--- config.mk ---
export PLATFORM = sky130hd
export DESIGN_NAME = frame_reader_flat
export DESIGN_NICKNAME = d
export VERILOG_FILES = /design/src/rtl/frame_reader_pkg.sv /design/src/rtl/frame_reader_if.sv /design/src/rtl/frame_reader_sample_fifo.sv /design/src/rtl/frame_reader.sv /design/src/flat_wrapper.sv
export SDC_FILE = /design/constraint.sdc
export NUM_CORES = 1
export LEC_CHECK = 0
export BUFFER_PORTS_ARGS = -buffer_cell sky130_fd_sc_hd__buf_2
export CAP_MARGIN = 40
export CORE_MARGIN = 2
export CORE_UTILIZATION = 60
export CTS_CLUSTER_SIZE = 14
export DETAILED_ROUTE_END_ITERATION = 12
export PLACE_DENSITY = 0.9
export SLEW_MARGIN = 10
export SYNTH_ARGS = -nofsm -noshare
export SYNTH_HDL_FRONTEND = slang
export SYNTH_SLANG_ARGS = --single-unit
--- constraint.sdc ---
create_clock -name clk_i -period 5.9 [get_ports clk_i]
set_clock_uncertainty 0.15 [all_clocks]
set_input_delay 1.18 -clock clk_i [delete_from_list [all_inputs] [get_ports clk_i]]
set_output_delay 1.18 -clock clk_i [all_outputs]
set_load 0.02 [all_outputs]
--- src/rtl/frame_reader_pkg.sv ---
// Shared definitions for the frame reader.
// Holds the channel-width helper and its default value, the reader FSM
// state type, and the width of the dropped-pulse counter.
package frame_reader_pkg;

    // Width of the saturating dropped-pulse counter.
    localparam int OVR_CNT_W = 8;

    // Reader FSM states.
    typedef enum logic [1:0] {
        ST_IDLE  = 2'd0,
        ST_READ  = 2'd1,
        ST_DRAIN = 2'd2
    } rd_state_e;

    // Channel index width for a given microphone count.
    // This is $clog2 of the larger of n_mics and 2, so the width is at least one bit.
    function automatic int ch_width(input int n_mics);
        return (n_mics > 2) ? $clog2(n_mics) : 1;
    endfunction

    // Channel width for the default single-microphone configuration.
    localparam int CH_W = ch_width(1);

endpackage

--- src/rtl/frame_reader_if.sv ---
// Sample stream interface between the frame reader and its sink.
// Signals:
//   data  : streamed sample
//   valid : sample present
//   ready : sink accepts; a beat transfers when valid and ready are both 1
//   last  : final sample of a frame
//   ch    : channel of the current frame
// Modports: master (frame reader side), slave (sink side).
interface frame_reader_if #(
    parameter int DATA_WIDTH = 16,
    parameter int CH_W       = frame_reader_pkg::CH_W
) ();

    logic [DATA_WIDTH-1:0] data;
    logic                  valid;
    logic                  ready;
    logic                  last;
    logic [CH_W-1:0]       ch;

    modport master (output data, output valid, output last, output ch, input ready);
    modport slave  (input data, input valid, input last, input ch, output ready);

endinterface

--- src/rtl/frame_reader_sample_fifo.sv ---
// sample_fifo: synchronous first-word-fall-through FIFO.
// Ports:
//   clk_i, rst_ni : clock, asynchronous active-low reset
//   push          : write push_data this cycle (ignored when full)
//   push_data     : entry to write
//   pop           : consume the head entry (ignored when empty)
//   head          : oldest entry, valid while not_empty is 1
//   count         : number of stored entries
//   not_empty     : at least one entry stored
module sample_fifo
    import frame_reader_pkg::*;
#(
    parameter int WIDTH = 17,
    parameter int DEPTH = 4,
    localparam int PTR_W = (DEPTH > 1) ? $clog2(DEPTH) : 1,
    localparam int CNT_W = $clog2(DEPTH) + 1
) (
    input  logic             clk_i,
    input  logic             rst_ni,
    input  logic             push,
    input  logic [WIDTH-1:0] push_data,
    input  logic             pop,
    output logic [WIDTH-1:0] head,
    output logic [CNT_W-1:0] count,
    output logic             not_empty
);

    logic [WIDTH-1:0] mem_r [DEPTH];
    logic [PTR_W-1:0] wr_ptr_r;
    logic [PTR_W-1:0] rd_ptr_r;
    logic [CNT_W-1:0] count_r;
    logic             push_ok_s;
    logic             pop_ok_s;

    assign push_ok_s = push && (count_r != CNT_W'(DEPTH));
    assign pop_ok_s  = pop && (count_r != CNT_W'(0));
    assign head      = mem_r[rd_ptr_r];
    assign count     = count_r;
    assign not_empty = (count_r != CNT_W'(0));

    // Storage, pointers and occupancy. Storage is cleared so the head reads 0 out of reset.
    always_ff @(posedge clk_i or negedge rst_ni) begin
        if (!rst_ni) begin
            for (int i = 0; i < DEPTH; i++) begin
                mem_r[i] <= '0;
            end
            wr_ptr_r <= '0;
            rd_ptr_r <= '0;
            count_r  <= '0;
        end else begin
            if (push_ok_s) begin
                mem_r[wr_ptr_r] <= push_data;
                wr_ptr_r        <= wr_ptr_r + PTR_W'(1);
            end
            if (pop_ok_s) begin
                rd_ptr_r <= rd_ptr_r + PTR_W'(1);
            end
            count_r <= count_r + CNT_W'(push_ok_s) - CNT_W'(pop_ok_s);
        end
    end

endmodule

--- src/rtl/frame_reader.sv ---
// frame_reader: streams each completed sampler buffer out as one frame.
// When the sampler pulses buf_ready_pulse_i, the reader latches the channel
// and reads addresses 0..SAMPLES_PER_BUF-1 from the inactive RAM half. It
// pushes the returned samples through a small FIFO onto the stream
// interface and tags the final sample with last.
// Ports:
//   clk_i, rst_ni       : clock, asynchronous active-low reset
//   buf_ready_pulse_i   : one-cycle "buffer complete" pulse
//   buf_ready_ch_i      : channel of the completed buffer
//   rd_en_o/rd_addr_o/rd_ch_o : RAM read request
//   rd_data_i/rd_data_valid_i : RAM read return, one cycle after rd_en_o
//   m                   : sample stream (master side)
//   busy_o              : FSM not idle
//   overrun_o           : one-cycle pulse when a ready pulse is dropped
//   overrun_cnt_o       : saturating count of dropped pulses
module frame_reader
    import frame_reader_pkg::*;
#(
    parameter int N_MICS          = 1,
    parameter int DATA_WIDTH      = 16,
    parameter int SAMPLES_PER_BUF = 256,
    parameter int ADDR_WIDTH      = $clog2(SAMPLES_PER_BUF),
    parameter int FIFO_DEPTH      = 4,
    localparam int CH_WIDTH       = ch_width(N_MICS)
) (
    input  logic                  clk_i,
    input  logic                  rst_ni,
    input  logic                  buf_ready_pulse_i,
    input  logic [CH_WIDTH-1:0]   buf_ready_ch_i,
    output logic                  rd_en_o,
    output logic [ADDR_WIDTH-1:0] rd_addr_o,
    output logic [CH_WIDTH-1:0]   rd_ch_o,
    input  logic [DATA_WIDTH-1:0] rd_data_i,
    input  logic                  rd_data_valid_i,
    frame_reader_if.master        m,
    output logic                  busy_o,
    output logic                  overrun_o,
    output logic [OVR_CNT_W-1:0]  overrun_cnt_o
);

    localparam int CNT_W = $clog2(FIFO_DEPTH) + 1;
    localparam logic [ADDR_WIDTH-1:0] LAST_ADDR = ADDR_WIDTH'(SAMPLES_PER_BUF - 1);

    rd_state_e               state_r;
    logic [CH_WIDTH-1:0]     ch_r;
    logic                    rd_en_r;
    logic [ADDR_WIDTH-1:0]   rd_addr_r;
    logic [ADDR_WIDTH-1:0]   next_addr_r;
    logic                    busy_r;
    logic                    overrun_r;
    logic [OVR_CNT_W-1:0]    ovr_cnt_r;
    logic [CNT_W-1:0]        inflight_r;
    logic [ADDR_WIDTH-1:0]   wr_idx_r;

    logic [CNT_W-1:0]        fifo_count_s;
    logic                    fifo_valid_s;
    logic [DATA_WIDTH:0]     fifo_head_s;
    logic [DATA_WIDTH:0]     fifo_push_data_s;
    logic [CNT_W:0]          occupancy_s;
    logic                    issue_s;
    logic                    ret_s;
    logic                    pop_s;
    logic                    last_xfer_s;

    // Credit: the stored samples plus the outstanding reads must leave room
    // for the read being issued. Pops in the same cycle are ignored here.
    // This is conservative, but it still sustains one read per cycle.
    assign occupancy_s = {1'b0, fifo_count_s} + {1'b0, inflight_r};
    assign issue_s     = (state_r == ST_READ) && (occupancy_s < (CNT_W + 1)'(FIFO_DEPTH));
    // A return with nothing outstanding is stray (e.g. a read cut off by reset) and is dropped.
    assign ret_s       = rd_data_valid_i && (inflight_r != CNT_W'(0));
    assign pop_s       = fifo_valid_s && m.ready;
    assign last_xfer_s = pop_s && fifo_head_s[DATA_WIDTH];

    assign fifo_push_data_s = {(wr_idx_r == LAST_ADDR), rd_data_i};

    sample_fifo #(
        .WIDTH (DATA_WIDTH + 1),
        .DEPTH (FIFO_DEPTH)
    ) u_fifo (
        .clk_i     (clk_i),
        .rst_ni    (rst_ni),
        .push      (ret_s),
        .push_data (fifo_push_data_s),
        .pop       (pop_s),
        .head      (fifo_head_s),
        .count     (fifo_count_s),
        .not_empty (fifo_valid_s)
    );

    assign m.valid = fifo_valid_s;
    assign m.data  = fifo_head_s[DATA_WIDTH-1:0];
    assign m.last  = fifo_valid_s & fifo_head_s[DATA_WIDTH];
    assign m.ch    = ch_r;

    assign rd_en_o       = rd_en_r;
    assign rd_addr_o     = rd_addr_r;
    assign rd_ch_o       = ch_r;
    assign busy_o        = busy_r;
    assign overrun_o     = overrun_r;
    assign overrun_cnt_o = ovr_cnt_r;

    // Outstanding-read count and the frame index of the next returned sample.
    always_ff @(posedge clk_i or negedge rst_ni) begin
        if (!rst_ni) begin
            inflight_r <= '0;
            wr_idx_r   <= '0;
        end else begin
            inflight_r <= inflight_r + CNT_W'(issue_s) - CNT_W'(ret_s);
            if (ret_s) begin
                wr_idx_r <= (wr_idx_r == LAST_ADDR) ? ADDR_WIDTH'(0) : wr_idx_r + ADDR_WIDTH'(1);
            end
        end
    end

    // Reader FSM, with registered read request, status and overrun outputs.
    always_ff @(posedge clk_i or negedge rst_ni) begin
        if (!rst_ni) begin
            state_r     <= ST_IDLE;
            ch_r        <= '0;
            rd_en_r     <= 1'b0;
            rd_addr_r   <= '0;
            next_addr_r <= '0;
            busy_r      <= 1'b0;
            overrun_r   <= 1'b0;
            ovr_cnt_r   <= '0;
        end else begin
            rd_en_r   <= 1'b0;
            overrun_r <= 1'b0;
            case (state_r)
                ST_IDLE: begin
                    if (buf_ready_pulse_i) begin
                        ch_r        <= buf_ready_ch_i;
                        rd_addr_r   <= '0;
                        next_addr_r <= '0;
                        state_r     <= ST_READ;
                        busy_r      <= 1'b1;
                    end
                end
                ST_READ: begin
                    if (issue_s) begin
                        rd_en_r     <= 1'b1;
                        rd_addr_r   <= next_addr_r;
                        next_addr_r <= next_addr_r + ADDR_WIDTH'(1);
                        if (next_addr_r == LAST_ADDR) begin
                            state_r <= ST_DRAIN;
                        end
                    end
                    if (buf_ready_pulse_i) begin
                        overrun_r <= 1'b1;
                        if (ovr_cnt_r != {OVR_CNT_W{1'b1}}) begin
                            ovr_cnt_r <= ovr_cnt_r + OVR_CNT_W'(1);
                        end
                    end
                end
                ST_DRAIN: begin
                    if (last_xfer_s) begin
                        // The pipeline is empty once the last beat leaves.
                        // A coincident pulse can therefore start the next frame at once.
                        if (buf_ready_pulse_i) begin
                            ch_r        <= buf_ready_ch_i;
                            rd_addr_r   <= '0;
                            next_addr_r <= '0;
                            state_r     <= ST_READ;
                        end else begin
                            state_r <= ST_IDLE;
                            busy_r  <= 1'b0;
                        end
                    end else if (buf_ready_pulse_i) begin
                        overrun_r <= 1'b1;
                        if (ovr_cnt_r != {OVR_CNT_W{1'b1}}) begin
                            ovr_cnt_r <= ovr_cnt_r + OVR_CNT_W'(1);
                        end
                    end
                end
                default: begin
                    state_r <= ST_IDLE;
                    busy_r  <= 1'b0;
                end
            endcase
        end
    end

endmodule

--- src/flat_wrapper.sv ---
// flat-port wrapper written by rule: the top's interface ports become plain ports
module frame_reader_flat import frame_reader_pkg::*;
#(
    parameter int N_MICS          = 1,
    parameter int DATA_WIDTH      = 16,
    parameter int SAMPLES_PER_BUF = 256,
    parameter int ADDR_WIDTH      = $clog2(SAMPLES_PER_BUF),
    parameter int FIFO_DEPTH      = 4,
    localparam int CH_WIDTH       = ch_width(N_MICS)
)
  (clk_i, rst_ni, buf_ready_pulse_i, buf_ready_ch_i, rd_en_o, rd_addr_o, rd_ch_o, rd_data_i, rd_data_valid_i, busy_o, overrun_o, overrun_cnt_o, m_data, m_valid, m_last, m_ch, m_ready);
  frame_reader_if #(.DATA_WIDTH(DATA_WIDTH), .CH_W((ch_width(1)))) m_i ();
  input  logic clk_i;
  input  logic rst_ni;
  input  logic buf_ready_pulse_i;
  input  logic [CH_WIDTH-1:0] buf_ready_ch_i;
  output logic rd_en_o;
  output logic [ADDR_WIDTH-1:0] rd_addr_o;
  output logic [CH_WIDTH-1:0] rd_ch_o;
  input  logic [DATA_WIDTH-1:0] rd_data_i;
  input  logic rd_data_valid_i;
  output logic busy_o;
  output logic overrun_o;
  output logic [OVR_CNT_W-1:0] overrun_cnt_o;
  output wire logic [$bits(m_i.data)-1:0] m_data;
  output wire logic [$bits(m_i.valid)-1:0] m_valid;
  output wire logic [$bits(m_i.last)-1:0] m_last;
  output wire logic [$bits(m_i.ch)-1:0] m_ch;
  input wire logic [$bits(m_i.ready)-1:0] m_ready;
  assign m_data = m_i.data;
  assign m_valid = m_i.valid;
  assign m_last = m_i.last;
  assign m_ch = m_i.ch;
  assign m_i.ready = m_ready;
  frame_reader #(.N_MICS(N_MICS), .DATA_WIDTH(DATA_WIDTH), .SAMPLES_PER_BUF(SAMPLES_PER_BUF), .ADDR_WIDTH(ADDR_WIDTH), .FIFO_DEPTH(FIFO_DEPTH)) u_core (.clk_i(clk_i), .rst_ni(rst_ni), .buf_ready_pulse_i(buf_ready_pulse_i), .buf_ready_ch_i(buf_ready_ch_i), .rd_en_o(rd_en_o), .rd_addr_o(rd_addr_o), .rd_ch_o(rd_ch_o), .rd_data_i(rd_data_i), .rd_data_valid_i(rd_data_valid_i), .m(m_i), .busy_o(busy_o), .overrun_o(overrun_o), .overrun_cnt_o(overrun_cnt_o));
endmodule
After elaboration in Yosys (flattened, before gate mapping)
Cells that the tools add are included.

Bits in registers: 116. Bits of input ports: 22. Output and inout bits: 39. Logic and storage cells: 102.

$add $sub $neg: 10. Magnitude comparators: 4. Eq/ne operators: 12. Muxes and demuxes: 37. Bitwise operators: 4. Reductions and logical operators: 18.

Operators by type and width (number): 8-bit 2-to-1 mux (10); 68-bit bitwise mux (1); 17-bit 2-to-1 mux (3); 8-bit case mux with 3 select lines (2); 17-bit binary-select mux with 2-bit select (1); 17-bit demux with 2-bit select (1); 8-bit by 1-bit adder with 8-bit output (second input constant) (3); 8-bit equality test (second input constant) (2); 8-bit case mux with 2 select lines (1); 1-bit 2-to-1 mux (10); 3-bit nonzero test (3); 2-bit 2-to-1 mux (4); 2-bit != test (second input constant) (4); 8-bit != test (second input constant) (1); 4-bit AND reduction (2); 1-bit logical AND (7); 3-bit by 1-bit adder with 3-bit output (2); 3-bit >= comparator (second input constant) (2); 2-bit NOT with 3-bit output (2); 2-bit case mux with 3 select lines (1); 3-bit by 1-bit subtractor with 3-bit output (2); 2-bit by 1-bit adder with 2-bit output (second input constant) (2); 3-bit by 3-bit adder with 4-bit output (1); 4-bit by 3-bit < comparator with 1-bit output (second input constant) (1); other kinds (13) (17).

Logic depth before layout (Yosys ltp)
Depth in word-level cells: 7. Gate-level depth with buffers: 10. Gate-level depth less buffers: 10.

Cells and area by module
A second synthesis with hierarchy kept.

Cells, all modules: 669. Area, all modules: 7292.0 um2.

By module, submodules not included: sample_fifo (times used 1, cells an instance 461, area each 5221.3 um2, seq. area each 1876.8 um2); frame_reader (times used 1, cells an instance 208, area each 2070.7 um2, seq. area each 1026.0 um2).

Least setup slack after synthesis
OpenSTA, ideal clock, no wires.

Kind: input port to flip-flop. Start: input rd_data_valid_i. End: register u_core.u_fifo.count_r[2], in the netlist u_core.u_fifo.count[2]. Library setup time: 0.125 ns. Arrival time: 2.855 ns. Required time: 5.625 ns. Slack: 2.770 ns. Cell stages on the path: 10. Path buffers: 0. Cells stage by stage: o31ai_1 > a21oi_2 > inv_1 > ha_1 > inv_1 > ha_1 > inv_1 > fa_1 > xnor2_1 > xnor2_1.

Longest elaborated chain between the ends: 4.

RTL lines: start, declared (line flat_wrapper.sv:21) `input logic rd_data_valid_i;`; 1-bit logical AND (line frame_reader.sv:71) `assign ret_s = rd_data_valid_i && (inflight_r != CNT_W'(0));`; 1-bit logical AND (line frame_reader_sample_fifo.sv:35) `assign push_ok_s = push && (count_r != CNT_W'(DEPTH));`; 3-bit by 1-bit adder with 3-bit output (line frame_reader_sample_fifo.sv:58) `count_r <= count_r + CNT_W'(push_ok_s) - CNT_W'(pop_ok_s);`; 3-bit by 1-bit subtractor with 3-bit output (line frame_reader_sample_fifo.sv:58); end signal, assigned (line frame_reader_sample_fifo.sv:58); end, declared (line frame_reader_sample_fifo.sv:31) `logic [CNT_W-1:0] count_r;`.

Every way passes these cells. A chain may end at the register's enable or synchronous reset.

Final worst setup path
Start: register u_core.u_fifo.rd_ptr_r[0]. End: output m_last.

Longest elaborated chain between the ends: 5.

RTL lines: start, declared (line frame_reader_sample_fifo.sv:30) `logic [PTR_W-1:0] rd_ptr_r;`; start signal, assigned (line frame_reader_sample_fifo.sv:56) `rd_ptr_r <= rd_ptr_r + PTR_W'(1);`; 2-bit NOT with 3-bit output (not written as such) (line frame_reader_sample_fifo.sv:37) `assign head = mem_r[rd_ptr_r];`; 17-bit binary-select mux with 2-bit select (line frame_reader_sample_fifo.sv:37); 17-bit 2-to-1 mux (not written as such) (2 in series) (line frame_reader_sample_fifo.sv:37); 1-bit bitwise AND (line frame_reader.sv:93) `assign m.last = fifo_valid_s & fifo_head_s[DATA_WIDTH];`; end, declared (line flat_wrapper.sv:27) `output wire logic [$bits(m_i.last)-1:0] m_last;`.

Every way passes these cells. The select of a mux whose other input is x is not followed.

==> results.sh <==
export IMPL_status="finished clean"
export IMPL_p_int_uw=2410
export IMPL_synth_cell_types=42
export IMPL_synth_fp_nets=447
export IMPL_hold_violations=0
export IMPL_tns_ns=0
export IMPL_syn_area_um2=5460
export IMPL_critPathMaxFanout=21
export IMPL_synth_commonest_cells="dfrtp_1 (116), mux2_2 (70), nand2_1 (28)"
export IMPL_htreeDepth=4
export IMPL_yosysWarnings=0
export IMPL_worstMarginPinSlew_ns=0.851
export IMPL_port_buffers=60
export IMPL_vdd_drop_max_v=0.000360
export IMPL_num_vias=3569
export IMPL_required_ns=4.57
export IMPL_ys_seq_area_frac=0.532
export IMPL_fin_cells=592
export IMPL_pwr_share_comb=0.392
export IMPL_wirelength_um=11300
export IMPL_yosysTopAreaCell="dfrtp_1"
export IMPL_ys_top_cells_by_area="dfrtp_1 (53%), mux2_2 (14%), mux4_2 (5.8%)"
export IMPL_synth_cells=404
export IMPL_gp_congestion=0.790
export IMPL_synth_most_common_cell="dfrtp_1"
export IMPL_pwr_share_clk=0.245
export IMPL_worst_endpoint_arrival_ns=2.20
export IMPL_start_kind="register"
export IMPL_cpPeakStageDelay_ns=0.66
export IMPL_period_needed_ns=3.53
export IMPL_grtUsageTotal=0.248
export IMPL_synth_seq_cells=116
export IMPL_holdBufCountCts=0
export IMPL_fp_dieH_um=99.4
export IMPL_cts_setup_buffers=0
export IMPL_fillers=571
export IMPL_overflow=0
export IMPL_core_area_um2=8760
export IMPL_placement_rows=34
export IMPL_hpwl_um=7010
export IMPL_cts_sinks=116
export IMPL_async_reset_ff_frac=1.00
export IMPL_yosys_area_top_type_share=0.532
export IMPL_antenna_found_initial=0
export IMPL_grt_pass1_wl_um=18900
export IMPL_ant_nets=0
export IMPL_cts_buffers=17
export IMPL_p_switching_uw=1490
export IMPL_slowest_stage="mux4_1"
export IMPL_post_cts_resize_count=0
export IMPL_relSlewSlack=0.432
export IMPL_dr_pass1_iters=4
export IMPL_cp_top_family="multiplexers"
export IMPL_path_buf_inv=2
export IMPL_fin_util=0.726
export IMPL_drc=0
export IMPL_worstSetupEndpointType="output pin"
export IMPL_drv_cap=0
export IMPL_p_sw_frac=0.382
export IMPL_clkLatencyLatePin_ns=0.52
export IMPL_ios=61
export IMPL_clk_path_buf_depth=2
export IMPL_seq_power_share=0.363
export IMPL_routedWlPerCell_um=19.1
export IMPL_multi_input_area_um2=2380
export IMPL_yosys_most_used_dff="dfrtp_1"
export IMPL_setup_viol=0
export IMPL_rsz0062_at_grt="false"
export IMPL_cts_tree="yes"
export IMPL_initialDrtViolationCount=177
export IMPL_dieArea_um2=9870
export IMPL_syn_to_final_growth_pct=16.6
export IMPL_power_leakage_uw=0.00298
export IMPL_dpl_cell_area_um2=5810
export IMPL_die_w_um=99.4
export IMPL_criticalPathCategory="reg2out"
export IMPL_root_buffer="clkbuf_8"
export IMPL_max_freq_mhz=283
export IMPL_dp_cells=560
export IMPL_layout_drive_gt1_share=0.390
export IMPL_syn_avg_cell_area_um2=13.5
export IMPL_grt_start_max_net_pins=62
export IMPL_final_nets=514
export IMPL_via_per_inst=6.03
export IMPL_grt_pass1_vias=3960
export IMPL_synth_edf_count=0
export IMPL_slew_viol_final=0
export IMPL_power_density_nw_per_um2=613
export IMPL_seqCellArea_um2=2900
export IMPL_cts_clk_slew_worst_paths_ns=0.06
export IMPL_start_util=0.623
export IMPL_antennaDiodeCount=0
export IMPL_fin_crit_sh=0.599
export IMPL_hold_class="reg2reg"
export IMPL_final_area_um2=6360
export IMPL_path_cells="buf_4, mux4_1, and2_1, buf_2"
sequential cells by signal, summed over array words and instances (netlist names), 3 cells and up:
| register | flops |
|---|---|
| u_core.inflight_r | 3 |
| u_core.wr_idx_r | 8 |
| u_core.rd_addr_o | 8 |
| u_core.overrun_cnt_o | 8 |
| u_core.next_addr_r | 8 |
| u_core.u_fifo.count | 3 |
| u_core.u_fifo.mem_r | 68 |
final cells by class:
| type | instances | share of cell area |
|---|---|---|
| inverter | 17 | 0.0100 |
| clock buffer | 17 | 0.0651 |
| timing repair buffer | 63 | 0.0523 |
| multi-input combinational | 256 | 0.374 |
| clock inverter | 15 | 0.0214 |
| tap | 108 | 0.0212 |
| sequential | 116 | 0.456 |
cells in the final DEF, fill, tap and decap left out, drive strengths merged, types with 6 or more instances in the layout:
cell / n
a22o: 11
buf: 63
clkbuf: 17
dfrtp: 116
ha: 19
inv: 27
mux2: 70
mux4: 17
nand2: 33
nand3: 16
nand4: 6
nor2: 9
o21ai: 13
xnor2: 13
routing by layer:
layer	vias up	global-route usage	wire [µm]
met4	0	0.112	224
met1	1844	0.298	4570
li1	1599	-	-
met5	-	0	0
met2	101	0.416	5930
met3	25	0.0745	556
stage by stage:
stage,setup WS [ns],total power (µW),hold slack [ns]
finish,2.37,3900,0.325
global route,2.26,4120,0.366
CTS,2.33,3930,0.323
detailed placement,2.50,2930,0.305
global placement,2.60,2810,0.302
floorplan,2.77,2530,0.288
cell families (layout without fill, tap and decap cells):
family	count (synthesis)	count (layout)	synth area share
adders and majority gates	21	21	0.0509
buffers and inverters	32	112	0.0321
xor gates and xnor gates	18	18	0.0289
muxes	88	88	0.219
and+or+nand+nor	91	91	0.0869
AOI/OAI and AO/OA	38	38	0.0507
DFF	116	116	0.532
power by group through the flow:
stage,sequential [µW],clock (µW),combinational (µW)
after floorplan,1360,0,1160
final,1410,956,1530
after global placement,1380,0,1430
after CTS,1410,967,1550
after global routing,1450,1000,1670
after detailed placement,1410,0,1520
path summary, 6_finish.rpt:
kind                       cells after the start                      start                         to  slack, ns
min                                            1         u_core.wr_idx_r[4]         u_core.wr_idx_r[4]       0.32
min reg2reg                                    1         u_core.wr_idx_r[4]         u_core.wr_idx_r[4]       0.32
max reg2reg                                    9       u_core.inflight_r[1]       u_core.inflight_r[2]       2.84
max                                            4  u_core.u_fifo.rd_ptr_r[0]                     m_last       2.37
max in group asynchronous                      2                     rst_ni  u_core.u_fifo.rd_ptr_r[0]       3.82
min in group asynchronous                      1                     rst_ni    u_core.u_fifo.mem_r[55]       0.55
Power figures use the tool's default switching activity.
